--- src/rtl/fp_add.sv ---
// Registered mixed-format fixed-point adder.
// Aligns two Q-format operands, adds them exactly, rounds half up into the
// output format, saturates on range violations and flags overflow/underflow.
module fp_add #(
    parameter int i1 = 2,
    parameter int f1 = 14,
    parameter int i2 = 2,
    parameter int f2 = 14,
    parameter int i3 = 2,
    parameter int f3 = 8
) (
    input  logic               clk,
    input  logic               rst_n,
    input  logic [i1+f1-1:0]   a,
    input  logic               s1,
    input  logic [i2+f2-1:0]   b,
    input  logic               s2,
    output logic [i3+f3-1:0]   c,
    output logic               sign,
    output logic               overflow,
    output logic               underflow
);

    localparam int N1  = i1 + f1;
    localparam int N2  = i2 + f2;
    localparam int N3  = i3 + f3;
    // Common fraction width and integer width with two guard bits.
    localparam int F   = (f1 > f2) ? f1 : f2;
    localparam int I   = ((i1 > i2) ? i1 : i2) + 2;
    localparam int W   = I + F;
    // Output shift: left by UP when f3 >= F, round-and-right by DN otherwise.
    localparam int UP  = (f3 > F) ? (f3 - F) : 0;
    localparam int DN  = (F > f3) ? (F - f3) : 0;
    // Working width for the rounded value: wide enough for the shifted sum
    // and for comparing against both output limits without wrap-around.
    localparam int RW0 = W + UP + 1;
    localparam int RW  = (RW0 > N3 + 2) ? RW0 : N3 + 2;
    localparam int HSH = (DN > 0) ? (DN - 1) : 0;

    localparam logic signed [RW-1:0] HALF  = (DN > 0) ? (RW'(1) << HSH) : '0;
    localparam logic signed [RW-1:0] MAX_U = {{(RW-N3){1'b0}}, {N3{1'b1}}};
    localparam logic signed [RW-1:0] MAX_S = {{(RW-N3+1){1'b0}}, {(N3-1){1'b1}}};
    localparam logic signed [RW-1:0] MIN_S = {{(RW-N3+1){1'b1}}, {(N3-1){1'b0}}};

    logic signed [W-1:0]  a_x, b_x;
    logic signed [W-1:0]  a_al, b_al;
    logic signed [W-1:0]  sum;
    logic signed [RW-1:0] s_w;
    logic signed [RW-1:0] r;
    logic signed [RW-1:0] max_v, min_v;
    logic                 sgn;

    logic [N3-1:0] c_d, c_q;
    logic          sign_d, sign_q;
    logic          overflow_d, overflow_q;
    logic          underflow_d, underflow_q;

    // Align, add, round and saturate the current operands.
    always_comb begin
        a_x  = {{(W-N1){s1 & a[N1-1]}}, a};
        b_x  = {{(W-N2){s2 & b[N2-1]}}, b};
        a_al = a_x <<< (F - f1);
        b_al = b_x <<< (F - f2);
        sum  = a_al + b_al;
        s_w  = {{(RW-W){sum[W-1]}}, sum};
        if (DN > 0) begin
            r = (s_w + HALF) >>> DN;
        end else begin
            r = s_w <<< UP;
        end

        sgn   = s1 | s2;
        max_v = sgn ? MAX_S : MAX_U;
        min_v = sgn ? MIN_S : '0;

        c_d         = r[N3-1:0];
        sign_d      = sgn;
        overflow_d  = 1'b0;
        underflow_d = 1'b0;
        if (r > max_v) begin
            c_d        = max_v[N3-1:0];
            overflow_d = 1'b1;
        end else if (r < min_v) begin
            c_d         = min_v[N3-1:0];
            underflow_d = 1'b1;
        end
    end

    // Output register; reset discards any in-flight result.
    always_ff @(posedge clk or negedge rst_n) begin
        if (!rst_n) begin
            c_q         <= '0;
            sign_q      <= 1'b0;
            overflow_q  <= 1'b0;
            underflow_q <= 1'b0;
        end else begin
            c_q         <= c_d;
            sign_q      <= sign_d;
            overflow_q  <= overflow_d;
            underflow_q <= underflow_d;
        end
    end

    assign c         = c_q;
    assign sign      = sign_q;
    assign overflow  = overflow_q;
    assign underflow = underflow_q;

endmodule

--- config.mk ---
export PLATFORM = sky130hd
export DESIGN_NAME = fp_add
export DESIGN_NICKNAME = d
export VERILOG_FILES = /design/src/rtl/fp_add.sv
export SDC_FILE = /design/constraint.sdc
export NUM_CORES = 1
export LEC_CHECK = 0
export BUFFER_PORTS_ARGS = -buffer_cell sky130_fd_sc_hd__buf_2
export CAP_MARGIN = 5
export CORE_AREA = 2 2 76 42
export CTS_CLUSTER_DIAMETER = 80
export CTS_CLUSTER_SIZE = 25
export DETAILED_ROUTE_END_ITERATION = 6
export DIE_AREA = 0 0 78 44
export GPL_TIMING_DRIVEN = 0
export HOLD_SLACK_MARGIN = 0.06
export PLACE_DENSITY = 0.84
export SYNTH_ARGS = -nofsm -noshare
export SYNTH_HDL_FRONTEND = slang
export SYNTH_SLANG_ARGS = --single-unit
--- constraint.sdc ---
create_clock -name clk -period 1 [get_ports clk]
set_input_delay 0.3 -clock clk [delete_from_list [all_inputs] [get_ports clk]]
set_output_delay 0.3 -clock clk [all_outputs]
set_load 0.03 [all_outputs]
Yosys cells after proc, flatten, opt, wreduce, memory -nomap -nowiden
Cells that the tools add are included.
{ "word_totals": {"regBits": 13, "input_bits": 36, "output_inout_bits": 13, "elab_cells": 18} }
{ "classes": {"add_sub_neg": 2, "order_cmp": 2, "mux": 7, "bitwise": 3} }
{ "op_table": {"columns": ["op", "count"], "rows": [
  ["two-way mux 10 bit", 3],
  ["adder 18 x 7 -> 19 bit, second input constant", 1],
  ["less-than comparator 13 x 19 -> 1 bit", 1],
  ["two-way mux 19 bit", 1],
  ["adder 17 x 17 -> 18 bit", 1],
  ["greater-than comparator 13 x 11 -> 1 bit", 1],
  ["two-way mux 1 bit", 3],
  ["bitwise AND 1 bit", 2],
  ["bitwise OR 1 bit", 1]
]} }

Logic depth before layout (Yosys ltp)
Gate-level depths: netlist of run 1.
{ "logic_depth": {"ltp_word": 6, "ltp_mapped": 21, "ltp_nobuf": 20} }

Least setup slack after synthesis of run 1
No wires, ideal clock.
{ "synth_path": {"path_type": "input to register", "startpoint": "input a[3]", "endpoint": "register c_q[1], in the netlist c[1]", "setup_ns": 0.124, "arrival_ns": 4.290, "required_time_ns": 0.876, "setup_slack_ns": -3.414, "cell_stages": 19, "n_path_buf": 1, "cell_sequence": "ha_1 > ha_1 > a21o_1 > a21oi_2 > a21oi_1 > o31ai_1 > nand3b_1 > a21oi_1 > xor2_1 > inv_1 > ha_1 > o21ai_0 > or4_1 > or4_1 > o41ai_2 > a221o_2 > and2_4 > buf_6 > o31ai_1"} }
{ "synth_between": {"elab_chain_cells": 5, "word_cells_on_any_way": 6, "cone_classes": "add/sub: 2; order compare: 2; mux: 2"} }
{ "synth_lines": {"columns": ["element", "line", "text"], "rows": [
  ["start: declaration", "14", "input logic [i1+f1-1:0] a,"],
  ["adder 17 x 17 -> 18 bit (*)", "64", "sum = a_al + b_al;"],
  ["adder 18 x 7 -> 19 bit (*)", "67", "r = (s_w + HALF) >>> DN;"],
  ["less-than comparator 13 x 19 -> 1 bit", "83", "end else if (r < min_v) begin"],
  ["two-way mux 10 bit", "83", null],
  ["two-way mux 10 bit (*)", "80", "if (r > max_v) begin"],
  ["via c_d[1]", "53", "logic [N3-1:0] c_d, c_q;"],
  ["end signal: assignment", "92", "c_q <= '0;"],
  ["end signal: assignment", "97", "c_q <= c_d;"],
  ["end: declaration", "53", null]
]} }
Mark *: on every way through the listed nets, which the timed path passes. The rest lies on a longest branch.

Worst setup path after layout of run 1
{ "layout_path": {"startpoint": "input b[6]", "endpoint": "register c_q[6], in the netlist c[6]"} }
{ "layout_between": {"elab_chain_cells": 5, "word_cells_on_any_way": 6, "cone_classes": "add/sub: 2; order compare: 2; mux: 2"} }
{ "layout_lines": {"columns": ["element", "line", "text"], "rows": [
  ["start: declaration", "16", "input logic [i2+f2-1:0] b,"],
  ["adder 17 x 17 -> 18 bit (*)", "64", null],
  ["adder 18 x 7 -> 19 bit (*)", "67", null],
  ["less-than comparator 13 x 19 -> 1 bit", "83", null],
  ["two-way mux 10 bit", "83", null],
  ["two-way mux 10 bit (*)", "80", null],
  ["via c_d[6]", "53", null]
]} }
Marked as above.

==> results.ini, run 1 <==
[cts]
cts-root-buf = clkbuf_8
cts_made_buffers = 3
cts_sinks = 13
cts_max_level = 1
clk_path_buf_depth = 2
cts_tree = done
cts.clk_slew.worst_paths_ps = 50

[synth]
synth.distinct_cells = 41
mappedNetlistArea_sq_um = 1470
synth-seq-cells = 13
syn_inst = 156
async_flop_share = 1.00
syn-num-nets = 229
synth_edf_count = 0
ys_seq_area_frac = 0.222
avgSynthCellArea_sq_um = 9.39
yosysWarningCount = 0
synthFlopType = dfrtp_1

[grt]
grt_use_total = 0.246
antenna_found_initial = 0
grt_pass1_vias = 1416
grt_overflow = 0
grt_start_max_net_pins = 14
grt_pass1_wl_microns = 6510

[power_and_ir_drop]
comb_power_share = 0.655
power.clock.fraction = 0.128
p_sw_w = 0.00143
seq_power_share = 0.217
powerDensity_nw_per_um2 = 1490
max-vdd-ir-drop_v = 0.00108
p_int_w = 0.00205
swShare = 0.412
p_leak_nw = 1.11

[place]
gp_congestion = 0.781
portBuffers = 48
hpwl_microns = 3170
dpl_worst_slack_ps = -3530

[cells_and_area]
final_cell_mix = buf_2, ha_1, buf_6
layout_commonest_cell = buf_2
nets = 302
fillers = 148
n_antenna_cell = 0
area_growth_pct = 60.0
drive_above_1_share = 0.535

[routing]
drt-total-wl_microns = 4100
vias = 1465
ant_nets = 0
drt-initial-drc-count = 110
routed_via_density = 5.47
remaining_drc_errors = 0
wl_per_cell_microns = 15.3
first_pass_iters = 4

[flow_run]
cap_violations = 0

[min_path]
worstHoldPathType = input pin to register
whs_endpoint = sign
hold_path_depth = 2
hp-start = s1

[run_status]
violations = negative setup slack
status = finished with violations

[setup_path]
setup.worst_path.class = input pin to register
cp-end-kind = register
crit_family = compound AO/OA/AOI/OAI gates
path_cells = buf_6 > ha_4 > ha_4 > a21o_1 > nand3_2 > a31oi_4 > o31ai_4 > nand3b_1 > a21oi_2 > xor2_2 > inv_1 > ha_1 > o21ai_1 > or4_1 > or4_4 > o41ai_4 > a221o_2 > and2_4 > buf_6 > o21ai_2
critPathArrivalTime_ps = 4210
required_ps = 1110
critPathLaunchType = input pin
critPathBufInv = 3
critPathMaxStageDelay_ps = 510
cp_slowest_cell = or4_4
worstPathMaxFanout = 5

[timing]
report.final.slew_viol_count = 0
grt_setup_unrepaired = true
setup_viol = 25
hold_viol = 0
period_share = 4.10
worst_slew_pin_slew_ps = 511
setup_tns_ps = -37420
slew-limit-headroom = 0.657
fmax_mhz = 244
fin_crit_ps = 4100
setup_slack_ps = -3100

[floorplanning]
die_x_microns = 78
initial_core_util = 0.523
core-area_sq_um = 2800
dieArea_sq_um = 3430
num_rows = 14
dieHeight_microns = 44
io_pins = 49

[power by group through the flow]
stage	registers, W	clock network [W]	logic (W)
2_1_floorplan	0.00106	0	0.000942
3_3_place_gp	0.000717	0	0.00168
3_5_place_dp	0.000725	0	0.00176
4_1_cts	0.000757	0.000450	0.00215
5_1_grt	0.000773	0.000475	0.00242
6_report	0.000757	0.000445	0.00228
[metal layers]
metal	wire length [microns]	GRT usage	vias to the layer above
met5	0	0	-
met3	278	0.0583	7
li1	-	-	717
met4	35	0.0561	0
met2	1880	0.434	63
met1	1910	0.312	678
[sequential cells by signal, indices dropped and copies added, names as in the netlist]
register / flops
c: 10
overflow: 1
sign: 1
underflow: 1
[synth_stat cells, types with 2 or more instances]
| library cell | n | area [sq um] |
|---|---|---|
| nor3_1 | 4 | 20.0 |
| or2_2 | 2 | 12.5 |
| dfrtp_1 | 13 | 325 |
| a21o_2 | 2 | 17.5 |
| xor2_1 | 3 | 26.3 |
| nand2_1 | 9 | 33.8 |
| o31ai_1 | 2 | 15.0 |
| or4_1 | 2 | 15.0 |
| nor2_1 | 5 | 18.8 |
| a21oi_1 | 3 | 15.0 |
| o21ai_1 | 7 | 35.0 |
| and2_2 | 2 | 15.0 |
| inv_1 | 13 | 48.8 |
| and3_1 | 3 | 18.8 |
| o21bai_1 | 3 | 22.5 |
| ha_1 | 37 | 463 |
| a31oi_1 | 2 | 12.5 |
| xnor2_1 | 8 | 70.1 |
| nand4_1 | 3 | 18.8 |
| o21ai_0 | 6 | 30.0 |
| nand3_1 | 4 | 20.0 |
| a21o_1 | 4 | 30.0 |
[area by class of cell]
cell class	instances	area, sq um	share of cell area
inverters	13	51.3	0.0219
multi-input cells	128	1340	0.572
plain buffers	2	30.0	0.0128
well taps	40	50.0	0.0213
repair buffers	68	503	0.215
clock buffers	4	45.0	0.0192
flip-flops and latches	13	325	0.139
[cells by family (layout without fill, tap and decap cells)]
kind of cell | Yosys count | after routing | share of synthesized area
AND/OR/NAND/NOR | 41 | 41 | 0.151
AO/OA/AOI/OAI | 39 | 39 | 0.191
adder cells (fa/ha/maj) | 37 | 37 | 0.316
buffers and inverters | 15 | 87 | 0.0538
flip-flops | 13 | 13 | 0.222
XOR/XNOR | 11 | 11 | 0.0658
[metrics by stage]
step | total power [W] | instance area, sq um | util | hold slack (ps) | std cells
after floorplan | 0.00200 | 1670 | - | 4.41 | 156
after CTS | 0.00336 | 2260 | 0.805 | 356 | 263
after global placement | 0.00240 | 1960 | 0.700 | 179 | 244
after detailed placement | 0.00249 | 1960 | 0.700 | 188 | 244
after global routing | 0.00367 | 2340 | 0.837 | 374 | 268
final | 0.00348 | 2340 | 0.837 | 365 | 268
[how the worst max path moves through the flow]
stage                     start    to  slack (ps)  cells after the start
after floorplan            b[3]  c[1]       -2970                     19
after global placement     b[3]  c[6]       -3430                     20
after detailed placement   b[3]  c[6]       -3530                     20
after CTS                  b[3]  c[7]       -3070                     20
after global routing       b[6]  c[6]       -3200                     21
final                      b[6]  c[6]       -3100                     20
[repair_timing]
item	in CTS	in global routing
setup buffers	13	5
hold buffers	1	0
gates cloned	1	0
pin swaps	5	10
resized for setup	37	10
endpoints found under the hold margin	13	0
setup endpoints to repair	25	25
Power figures use the tool's default switching activity.
==> run 2, diff against run 1 <==
Settings changed: CORE_AREA 2 2 76 42 to 2 2 55 57, DIE_AREA 0 0 78 44 to 0 0 57 59.
==> run 2 against run 1 <==
Compared with the run above:
- the run still ends with negative setup slack left
- critical path depth rose by 2
- largest cell class unchanged
- maximum frequency rose by 1.5%
- clock power fell by 29%
- first-iteration DRC count fell by 69%
- wire length fell by 4.7%
- non-clock buffer count rose by 4
==> results.ini, run 2 (synthesis results as in run 1) <==
[setup_path]
required_ps = 1150  ; +40 ps
critPathMaxStageDelay_ps = 510  ; about the same
worstPathMaxFanout = 5  ; unchanged
critPathLaunchType = input pin
critPathBufInv = 5  ; +2
cp-end-kind = register
cp_slowest_cell = or4_4
path_cells = buf_2 > inv_2 > ha_4 > inv_2 > ha_4 > a21o_1 > nand3_2 > a31oi_4 > o31ai_2 > nand3b_1 > a21oi_2 > xor2_1 > inv_1 > ha_1 > o21ai_1 > or4_1 > or4_4 > o41ai_4 > a221o_2 > and2_4 > buf_6 > o21ai_1
setup.worst_path.class = input pin to register
crit_family = simple AND/OR/NAND/NOR gates
critPathArrivalTime_ps = 4190  ; -20 ps

[cells_and_area]
layout_commonest_cell = buf_2
seq_area_sq_um = 325  ; unchanged
fillers = 145  ; -2.0%
n_antenna_cell = 0  ; unchanged
fin_cells = 263  ; -1.9%
final_cell_mix = buf_2, ha_1, buf_4
drive_above_1_share = 0.526  ; -0.00923
nets = 306  ; +1.3%
largest_reg_flops = 10  ; unchanged
multi_input_area_sq_um = 1320  ; -1.7%
area_growth_pct = 58.9

[routing]
remaining_drc_errors = 0  ; unchanged
first_pass_iters = 4  ; unchanged
ant_nets = 0  ; unchanged
routed_via_density = 5.71  ; +4.5%
wl_per_cell_microns = 14.9  ; -2.8%
drt-total-wl_microns = 3910  ; -4.7%
drt-initial-drc-count = 34  ; -69%
vias = 1503  ; +2.6%

[cts]
cts_tree = done
clk_path_buf_depth = 2  ; unchanged
cts.clk_slew.worst_paths_ps = 70  ; +20 ps
cts-root-buf = clkbuf_4
cts_sinks = 13  ; unchanged
cts_max_level = 1  ; unchanged
cts_made_buffers = 3  ; unchanged

[power_and_ir_drop]
swShare = 0.419  ; +0.00694
powerDensity_nw_per_um2 = 1430  ; -3.4%
p_leak_nw = 1.12  ; +0.70%
p_int_w = 0.00194  ; -5.2%
seq_power_share = 0.225  ; +0.008
power.clock.fraction = 0.095  ; -0.033
p_sw_w = 0.00140  ; -2.5%
max-vdd-ir-drop_v = 0.00145  ; +34%
comb_power_share = 0.680  ; +0.025

[place]
portBuffers = 48  ; unchanged
dpl_worst_slack_ps = -3510  ; +16.8 ps
hpwl_microns = 2720  ; -14%
gp_congestion = 0.849  ; +8.6%
post-place-cells = 235  ; -3.7%

[floorplanning]
io_pins = 49  ; unchanged
num_rows = 19  ; +5
dieHeight_microns = 59  ; +34%
dieArea_sq_um = 3360  ; -2.0%
die_x_microns = 57  ; -27%
core-area_sq_um = 2710  ; -3.3%
initial_core_util = 0.541  ; +0.0179

[grt]
grt_pass1_wl_microns = 6290  ; -3.4%
antenna_found_initial = 0  ; unchanged
grt_start_max_net_pins = 14  ; unchanged
grt_use_total = 0.238  ; -0.00722
grt_overflow = 0  ; unchanged
grt_pass1_vias = 1502  ; +6.1%

[timing]
hold_viol = 0  ; unchanged
setup_slack_ps = -3040  ; +59.4 ps
fin_crit_ps = 4040  ; -59.4 ps
grt_setup_unrepaired = true
setup_tns_ps = -37220  ; +203 ps
fmax_mhz = 247  ; +1.5%
slew-limit-headroom = 0.697  ; +0.0399
hold_ws_ps = 322  ; -43.5 ps
report.final.slew_viol_count = 0  ; unchanged
period_share = 4.04  ; -0.0594
setup_viol = 25  ; unchanged
worst_slew_pin_slew_ps = 452  ; -59.5 ps

[run_status]
status = finished with violations
violations = negative setup slack

[min_path]
worstHoldPathType = input pin to register

[flow_run]
cap_violations = 0  ; unchanged

run 2: what timing repair did:
| item | CTS | global route |
|---|---|---|
| gates resized for setup | 40 | 3 |
| cloned | 1 | 0 |
| endpoints found under the setup margin | 25 | 25 |
| pin swaps | 2 | 2 |
| hold endpoints to repair | 13 | 0 |
| hold buffers | 1 | 0 |
| buffers inserted | 17 | 5 |
run 2: cell type report:
type,instances,area share
Multi-Input combinational cell,128,0.566
Timing Repair Buffer,72,0.232
Sequential cell,13,0.140
Inverter,13,0.0220
Tap cell,31,0.0167
Buffer,2,0.0129
Clock buffer,4,0.0113
run 2: through the flow:
stage / area [sq um] / utilization / power, W
floorplan: 1670 / - / 0.00200
global placement: 1950 / 0.719 / 0.00237
detailed placement: 1950 / 0.719 / 0.00243
CTS: 2280 / 0.840 / 0.00322
global route: 2330 / 0.859 / 0.00354
finish: 2330 / 0.859 / 0.00334
run 2: worst paths after layout:
check,startpoint,end,slack [ps],cells after the start
setup / recovery,a[5],c[7],-3040,22
hold / removal,s1,sign,320,2
max in group asynchronous,rst_n,underflow,370,2
min in group asynchronous,rst_n,c[6],420,2
run 2: power groups by stage:
stage	sequential [W]	clock, W	combinational [W]
final	0.000751	0.000318	0.00227
after global routing	0.000762	0.000340	0.00244
after CTS	0.000753	0.000317	0.00215
after detailed placement	0.000723	0	0.00171
after global placement	0.000714	0	0.00165
after floorplan	0.00106	0	0.000942
run 2: layer usage:
metal  global-route usage  share of wire  vias to the layer above
met5                    0              0                        -
met4                0.146          0.051                        0
met3               0.0284          0.061                       23
met2                0.470           0.52                       70
met1                0.236           0.36                      683
li1                     -              -                      727
